`src/rtl/sel_rs_pkg.sv`:
```
// Shared types and constants for the select-unit reservation station.
// rs_entry_t is the default-width view of one station slot.
package sel_rs_pkg;

  localparam int DEF_DATA_W = 8;
  localparam int DEF_TAG_W  = 4;

  localparam int FLAG_WB_PC = 0;
  localparam int FLAG_IMM   = 1;

  typedef struct packed {
    logic                       valid;
    logic [DEF_DATA_W-1:0]      operand;
    logic [1:0][DEF_TAG_W-1:0]  dep_tag;
    logic [1:0]                 dep_rdy;
    logic [1:0][DEF_DATA_W-1:0] dep_val;
    logic [7:0]                 wbs;
    logic [7:0]                 flags;
    logic [DEF_TAG_W-1:0]       robid;
  } rs_entry_t;

endpackage

```
`src/rtl/sel_rs_wakeup.sv`:
```
// Combinational CDB snoop for one slot: a pending source whose tag matches the
// broadcast becomes ready and takes the broadcast value.
module rs_entry_wakeup #(
  parameter int DATA_W = 8,
  parameter int TAG_W  = 4
) (
  input  logic                   cdb_valid,
  input  logic [TAG_W-1:0]       cdb_id,
  input  logic [DATA_W-1:0]      cdb_val,
  input  logic                   valid,
  input  logic [1:0][TAG_W-1:0]  dep_tag,
  input  logic [1:0]             dep_rdy_in,
  input  logic [1:0][DATA_W-1:0] dep_val_in,
  output logic [1:0]             dep_rdy_out,
  output logic [1:0][DATA_W-1:0] dep_val_out
);

  always_comb begin
    dep_rdy_out = dep_rdy_in;
    dep_val_out = dep_val_in;
    for (int k = 0; k < 2; k++) begin
      if (valid && cdb_valid && !dep_rdy_in[k] && (dep_tag[k] == cdb_id)) begin
        dep_rdy_out[k] = 1'b1;
        dep_val_out[k] = cdb_val;
      end
    end
  end

endmodule

```
`src/rtl/sel_rs.sv`:
```
// Reservation station feeding the select FU: compacting age-ordered queue with
// CDB wakeup and oldest-ready issue through a registered FU interface.
module sel_rs
  import sel_rs_pkg::*;
#(
  parameter int DEPTH  = 4,
  parameter int DATA_W = DEF_DATA_W,
  parameter int TAG_W  = DEF_TAG_W
) (
  input  logic                       clk,
  input  logic                       rst,
  input  logic                       flush,
  input  logic                       disp_valid,
  output logic                       disp_ready,
  input  logic [DATA_W-1:0]          disp_operand,
  input  logic [1:0][TAG_W-1:0]      disp_dep_tag,
  input  logic [1:0]                 disp_dep_rdy,
  input  logic [1:0][DATA_W-1:0]     disp_dep_val,
  input  logic [7:0]                 disp_wbs,
  input  logic [7:0]                 disp_flags,
  input  logic [TAG_W-1:0]           disp_robid,
  input  logic                       cdb_valid,
  input  logic [TAG_W-1:0]           cdb_id,
  input  logic [DATA_W-1:0]          cdb_val,
  input  logic                       fu_busy,
  output logic                       issue_transmit,
  output logic [DATA_W-1:0]          issue_operand,
  output logic [1:0][DATA_W-1:0]     issue_depvals,
  output logic [7:0]                 issue_wbs,
  output logic [7:0]                 issue_flags,
  output logic [TAG_W-1:0]           issue_robid,
  output logic [$clog2(DEPTH+1)-1:0] count
);

  localparam int CNT_W = $clog2(DEPTH + 1);
  localparam int IDX_W = $clog2(DEPTH);

  // Local copy of the slot layout so widths follow this instance's parameters.
  typedef struct packed {
    logic                   valid;
    logic [DATA_W-1:0]      operand;
    logic [1:0][TAG_W-1:0]  dep_tag;
    logic [1:0]             dep_rdy;
    logic [1:0][DATA_W-1:0] dep_val;
    logic [7:0]             wbs;
    logic [7:0]             flags;
    logic [TAG_W-1:0]       robid;
  } entry_t;

  entry_t                 entries  [DEPTH];
  entry_t                 woke     [DEPTH];
  entry_t                 upper    [DEPTH];
  entry_t                 nxt      [DEPTH];
  logic [1:0]             woke_rdy [DEPTH];
  logic [1:0][DATA_W-1:0] woke_val [DEPTH];

  entry_t                 disp_entry;
  logic [1:0]             disp_rdy_eff;
  logic [1:0]             disp_rdy_snoop;
  logic [1:0][DATA_W-1:0] disp_val_snoop;

  logic                   sel_found;
  logic [IDX_W-1:0]       sel_idx;
  logic                   issue_fire;
  logic                   disp_fire;
  logic [CNT_W-1:0]       wr_idx;
  logic [CNT_W-1:0]       count_nxt;

  for (genvar g = 0; g < DEPTH; g++) begin : g_wake
    rs_entry_wakeup #(.DATA_W(DATA_W), .TAG_W(TAG_W)) u_wake (
      .cdb_valid   (cdb_valid),
      .cdb_id      (cdb_id),
      .cdb_val     (cdb_val),
      .valid       (entries[g].valid),
      .dep_tag     (entries[g].dep_tag),
      .dep_rdy_in  (entries[g].dep_rdy),
      .dep_val_in  (entries[g].dep_val),
      .dep_rdy_out (woke_rdy[g]),
      .dep_val_out (woke_val[g])
    );
  end

  // An immediate replaces source 1, so that source never waits.
  assign disp_rdy_eff = {disp_dep_rdy[1] | disp_flags[FLAG_IMM], disp_dep_rdy[0]};

  rs_entry_wakeup #(.DATA_W(DATA_W), .TAG_W(TAG_W)) u_wake_disp (
    .cdb_valid   (cdb_valid),
    .cdb_id      (cdb_id),
    .cdb_val     (cdb_val),
    .valid       (1'b1),
    .dep_tag     (disp_dep_tag),
    .dep_rdy_in  (disp_rdy_eff),
    .dep_val_in  (disp_dep_val),
    .dep_rdy_out (disp_rdy_snoop),
    .dep_val_out (disp_val_snoop)
  );

  always_comb begin
    disp_entry         = '0;
    disp_entry.valid   = 1'b1;
    disp_entry.operand = disp_operand;
    disp_entry.dep_tag = disp_dep_tag;
    disp_entry.dep_rdy = disp_rdy_snoop;
    disp_entry.dep_val = disp_val_snoop;
    disp_entry.wbs     = disp_wbs;
    disp_entry.flags   = disp_flags;
    disp_entry.robid   = disp_robid;
  end

  // Oldest-first select works on registered state, so a fresh wakeup or
  // dispatch waits one cycle before it can be chosen.
  always_comb begin
    sel_found = 1'b0;
    sel_idx   = '0;
    for (int i = DEPTH - 1; i >= 0; i--) begin
      if (entries[i].valid && (entries[i].dep_rdy == 2'b11)) begin
        sel_found = 1'b1;
        sel_idx   = IDX_W'(i);
      end
    end
  end

  assign disp_ready = (count < CNT_W'(DEPTH));
  assign disp_fire  = disp_valid && disp_ready;
  assign issue_fire = sel_found && !fu_busy && !issue_transmit;
  assign wr_idx     = count - CNT_W'(issue_fire);
  assign count_nxt  = count + CNT_W'(disp_fire) - CNT_W'(issue_fire);

  always_comb begin
    for (int i = 0; i < DEPTH; i++) begin
      woke[i]         = entries[i];
      woke[i].dep_rdy = woke_rdy[i];
      woke[i].dep_val = woke_val[i];
      upper[i]        = '0;
    end
    for (int i = 0; i < DEPTH - 1; i++) begin
      upper[i] = woke[i + 1];
    end
    for (int i = 0; i < DEPTH; i++) begin
      nxt[i] = (issue_fire && (IDX_W'(i) >= sel_idx)) ? upper[i] : woke[i];
      if (disp_fire && (wr_idx == CNT_W'(i))) begin
        nxt[i] = disp_entry;
      end
    end
  end

  // Flush clears the queue and kills the pending pulse but keeps the last
  // issued payload on the FU bus.
  always_ff @(posedge clk or negedge rst) begin
    if (!rst) begin
      for (int i = 0; i < DEPTH; i++) begin
        entries[i] <= '0;
      end
      count          <= '0;
      issue_transmit <= 1'b0;
      issue_operand  <= '0;
      issue_depvals  <= '0;
      issue_wbs      <= '0;
      issue_flags    <= '0;
      issue_robid    <= '0;
    end else if (flush) begin
      for (int i = 0; i < DEPTH; i++) begin
        entries[i] <= '0;
      end
      count          <= '0;
      issue_transmit <= 1'b0;
    end else begin
      for (int i = 0; i < DEPTH; i++) begin
        entries[i] <= nxt[i];
      end
      count          <= count_nxt;
      issue_transmit <= issue_fire;
      if (issue_fire) begin
        issue_operand <= entries[sel_idx].operand;
        issue_depvals <= entries[sel_idx].dep_val;
        issue_wbs     <= entries[sel_idx].wbs;
        issue_flags   <= entries[sel_idx].flags;
        issue_robid   <= entries[sel_idx].robid;
      end
    end
  end

  always_ff @(posedge clk) begin
    if (rst) begin
      assert (count <= CNT_W'(DEPTH))
        else $error("sel_rs count overflow");
    end
  end

endmodule
```
`config.mk`:
```
export PLATFORM = sky130hd
export DESIGN_NAME = sel_rs
export DESIGN_NICKNAME = d
export VERILOG_FILES = /design/src/rtl/sel_rs_pkg.sv /design/src/rtl/sel_rs_wakeup.sv /design/src/rtl/sel_rs.sv
export SDC_FILE = /design/constraint.sdc
export NUM_CORES = 1
export LEC_CHECK = 0
export ABC_AREA = 1
export BUFFER_PORTS_ARGS = -buffer_cell sky130_fd_sc_hd__buf_2
export CAP_MARGIN = 20
export CORE_MARGIN = 1
export CORE_UTILIZATION = 60
export CTS_BUF_LIST = sky130_fd_sc_hd__clkbuf_4 sky130_fd_sc_hd__clkbuf_8 sky130_fd_sc_hd__clkbuf_16
export DETAILED_ROUTE_END_ITERATION = 8
export HOLD_SLACK_MARGIN = 0.05
export PLACE_DENSITY = 0.79
export SLEW_MARGIN = 0
export SYNTH_ARGS = -nofsm -noshare
export SYNTH_HDL_FRONTEND = slang
export SYNTH_HIERARCHICAL = 1
export SYNTH_SLANG_ARGS = --single-unit
```
`constraint.sdc`:
```
create_clock -name clk -period 5.95 [get_ports clk]
set_input_delay 0.595 -clock clk [delete_from_list [all_inputs] [get_ports clk]]
set_output_delay 0.595 -clock clk [all_outputs]
set_load 0.01 [all_outputs]
```
# After elaboration in Yosys (flattened, before gate mapping)
# Cells that the tools add are included.
# word_totals
regBits	268
latchBits	0
ramBits	0
mem_bits_ro	0
word_cells	179
mem_count	0
# classes
n_addsub	3
n_mul	0
div	0
order_cmp	6
n_eq_ne	17
n_shift	0
mux	42
n_bitwise	3
n_reduce_logical	59
# ops
cell	count
$mux W55	8
$mux W220	1
$bmux W55 S2	1
$mux W54	2
$mux W8	10
$eq A4 B4 Y1	10
$logic_and A1 B1 Y1	39
$mux W1	15
$logic_not A1 Y1	12
$reduce_bool A3 Y1	4
$eq A2 B2 Y1 const B	4
$mux W2	4
$reduce_bool A4 Y1	2
$eq A3 B2 Y1 const B	2
$sub A3 B1 Y3	2
$ge A1 B2 Y1 const A	2
$ge A2 B2 Y1 const A	2
$add A3 B1 Y3	1
$eq A3 B1 Y1 const B	1
$ge A3 B3 Y1 const B	1
$logic_not A3 Y1	1
$lt A3 B3 Y1 const B	1
$mux W3	1
$not A2 Y3	1
other kinds (3)	3

# Longest topological paths before layout
# depth
word_depth	13
mapped_depth	17
ltp_nobuf	14

# By module
# The synthesis kept the hierarchy.
# by_module_without_submodules
mod	n_inst	cells_per_inst	area_per_inst_um2	seq_area_each_um2
sel_rs	1	2240	15302.2	6706.4
rs_entry_wakeup	5	94	467.9	0.0

# Worst setup path after synthesis
# Ideal clock, no wire load.
# synth_path
kind	input port to flip-flop
startpoint	in fu_busy
endpoint	reg entries[159] in the netlist's numbering
setup_time_ps	116
arrival_ps	2647
required_ps	5834
slack_ps	3187
stages	14
path_cell_list	nor2_2 > inv_1 > nor2_4 > buf_4 > buf_2 > ha_1 > ha_1 > nand3_1 > inv_2 > nor2_4 > buf_1 > a21oi_1 > nand2_1 > nand2_1
# synth_via
elab_chain_cells	8
word_cells_on_any_way	10
# synth_rtl
item	line	source
start, declared	sel_rs.sv:25	input logic fu_busy,
$logic_not A1 Y1 (*)	sel_rs.sv:125	assign issue_fire = sel_found && !fu_busy && !issue_transmit;
$logic_and A1 B1 Y1 (*) (2 in a row)	sel_rs.sv:125	
$sub A3 B1 Y3	sel_rs.sv:126	assign wr_idx = count - CNT_W'(issue_fire);
$eq A3 B1 Y1	sel_rs.sv:141	if (disp_fire && (wr_idx == CNT_W'(i))) begin
$logic_and A1 B1 Y1	sel_rs.sv:141	
$mux W55	sel_rs.sv:141	
$mux W220	sel_rs.sv:161	end else if (flush) begin
end signal, assigned by index	sel_rs.sv:169	entries[i] <= nxt[i];
end, declared	sel_rs.sv:50	entry_t entries [DEPTH];
# Every way passes the cells marked *; elsewhere a longest branch is shown, timed or not.
# A chain may end at the register's enable or synchronous reset.

# Final worst setup path
# layout_path
startpoint	reg entries[219] in the netlist's numbering
endpoint	reg entries[56] in the netlist's numbering
# layout_via
elab_chain_cells	9
word_cells_on_any_way	13
# layout_rtl
item	line	source
$logic_and A1 B1 Y1 (*)	sel_rs.sv:116	if (entries[i].valid && (entries[i].dep_rdy == 2'b11)) begin
$mux W1	sel_rs.sv:116	
$logic_and A1 B1 Y1 (2 in a row)	sel_rs.sv:125	
$sub A3 B1 Y3	sel_rs.sv:126	
$eq A3 B2 Y1	sel_rs.sv:141	
$logic_and A1 B1 Y1	sel_rs.sv:141	
$mux W55	sel_rs.sv:141	
$mux W220	sel_rs.sv:161	
# Marked as above.

==> metrics.txt <==
Synth area leader dfrtp_1; DR vias/cell 5.78; CP Class reg -> reg; Post-Syn Area approximately 18,000 um^2; Clock Tree Root clkbuf_16; Seq/Total Area, Yosys 38.0%; die footprint around 30,000 um^2; yosys warns 6; Top FF cell, synth dfrtp_1; Final Max Tran Viols 0; first drt pass iteration count 6; hold crit path type in -> async; IO Port Bufs 120; setup repair bufs after CTS 0; CTS hold repair buffers 0; initial DRC count roughly 2,500; slowest stage delay, CP 850 ps; clock sinks around 270; clock buffer count from CTS 31; setup_tns 0 ps; Total Nets Final 2,816; ranking of synthesized cells by area dfrtp_1 38%, nand2_1 23%, inv_1 9.1%; first-pass GRT wire length slightly above 90 mm; TritonCTS clock tree done; reg2reg start entries[219]; Final Util between 60% and 70%; critical path arrival 4580 ps; largest net degree at the start of global routing roughly 130; RD Place Congestion 0.934; Worst-Margin Slew about 1100 ps; number of global-route vias before repair approximately 17,000; Ports ~120; WL final 59.1 mm; HPWL after DPL approximately 37 mm; unrepaired setup endpoints after global routing false; # placed instances slightly above 3,000; Vias roughly 18,000; Total GRT Usage between 30% and 40%; CTS H-tree lvls 1; Avg Cell Area, Syn around 6.5 um^2; Starting Density about three fifths; final setup fails 0; Rows 62; P per Cell Area 294 nW/um^2; final worst-path cycle share 68.1%; share of post-route cells with drive strength above 1 a little over a tenth; Critical Path RT around 6500 ps; fin area between 15,000 and 20,000 um^2; clk_lat worst skew 590 ps; # Max-Cap Violations 0; Clock Path Buffers 3; final total power 0.00567 W; final cell count without fillers around 3,100; most frequent cells in the layout 1,072 x nand2_1, 426 x inv_1, 293 x nand3_1; Die Ht between 150 and 200 um; initial antenna violation count 2; fin crit period about 4100 ps; Layout Skew between 30 and 40 ps; largest fanout on the critical path 38; ys async rst share 100%; Core Footprint roughly 29,000 um^2; drt drc 0; Max-slew headroom ~28%; fmax approximately 0.25 GHz; gr ovfl total 0; count of unique library cells instantiated by Yosys 33; Worst setup EP type flip-flop; Placed Area ~18,000 um^2; Worst setup SP type flip-flop; crit path launch entries[219]; post-synth top area share 38.0%; die span in x roughly 170 um; area grow syn2layout 9.18%; post_cts resized 0; number of flops mapped to enable cells by yosys 0; Peak VDD IR between 0.2 and 0.25 mV; Avg WL per Cell 18.8 um; Leak 10.9 nW; Post-DRT Antenna Nets 0; Gate Count Post-Synth between 2,000 and 3,000; status finished, final reports clean; total of flip-flops plus latches after synthesis 268; most common cell after layout, fill and taps aside nand2_1; Clk pin slew, worst setup/hold paths roughly 60 ps; crit-path cells nand3_4 > nand2_2 > nor2_1 > nor2_4 > ha_1 > ha_1 > nor2_4 > inv_2 > buf_4 > nand2_4 > a21oi_4 > buf_4 > nand2_1 > nand2_1; crit path max-delay cell type a21oi_4; Final Hold Fails 0
cell families after synthesis:
| logic type | count (synthesis) | share of synthesized area, % |
|---|---|---|
| compound gates | 239 | 7.25 |
| xor+xnor | 7 | 0.560 |
| fa+ha+maj | 5 | 0.397 |
| buf+inv | 605 | 13.6 |
| flops | 268 | 38.0 |
| other cells | 1 | 0.0213 |
| simple gates | 1585 | 40.1 |
path summary, 6_finish.rpt:
check                                    to  slack [ps]  cells past startpoint
min in group clk                entries[11]         320                      3
min                        issue_depvals[4]          50                      1
max                             entries[56]        1900                     14
max in group asynchronous      entries[164]        4650                      2
max reg2reg                     entries[56]        1900                     14
min reg2reg                  issue_flags[0]         470                      2
Yosys cell counts, types with 2 or more instances:
master and count:
ha_1 4, buf_6 2, clkbuf_1 63, dfrtp_1 268, a21oi_1 15, nand4_1 136, nand2_2 14, inv_2 28
o21ai_1 27, buf_4 12, buf_1 15, xnor2_2 5, inv_1 426, o21ai_0 141, nor2_4 26, nand2_1 1072
nor2_2 2, nand3_2 3, nand3_4 11, o22ai_1 54, buf_2 57, nand2_4 2, nor2_1 24, nand3_1 294
flip-flops by register name, summed over array words and instances, names as in the netlist:
name and count:
issue_transmit 1, issue_operand 8, entries 220, issue_flags 8, count 3, issue_wbs 8, issue_robid 4, issue_depvals 16
through the flow:
| step | setup slack, ps | hold WS (ps) |
|---|---|---|
| 2_1_floorplan | 3190 | 299 |
| 6_report | 1900 | 50.5 |
| 3_5_place_dp | 2020 | 459 |
| 4_1_cts | 2030 | 69.5 |
| 3_3_place_gp | 2130 | 456 |
| 5_1_grt | 1720 | 105 |
layer usage:
layer	track usage, %	part of all wire [%]	wire (um)	up-vias
met2	56.3	42	24600	1199
li1	-	-	-	8559
met1	56.9	41	24300	8287
met5	0	0	0	-
met3	11.3	14	8310	141
met4	13.2	3.1	1850	0
critical path: cells and delay by family (launching register included):
family | cells | cell delay [ps]
adder cells (fa/ha/maj) | 2 | 550
buffers and inverters | 3 | 810
flip-flops | 1 | 430
AND/OR/NAND/NOR | 8 | 1340
AO/OA/AOI/OAI | 1 | 850
layout make-up:
cell class	count	area, um^2
Antenna cell	2	5.00
Clock buffer	48	966
Clock inverter	4	38.8
Fill cell	2619	9520
Inverter	455	1710
Multi-Input combinational cell	1838	8550
Sequential cell	268	6710
Tap cell	384	480
Timing Repair Buffer	145	811
where the power goes:
| group | total [W] | switching [W] | internal (W) |
|---|---|---|---|
| Combinational | 0.00151 | 0.00107 | 0.000442 |
| Sequential | 0.00227 | 0.000187 | 0.00209 |
| Clock | 0.00189 | 0.000784 | 0.00111 |
| Total | 0.00567 | 0.00204 | 0.00363 |
Note: power is estimated with default switching activity, not from simulation.
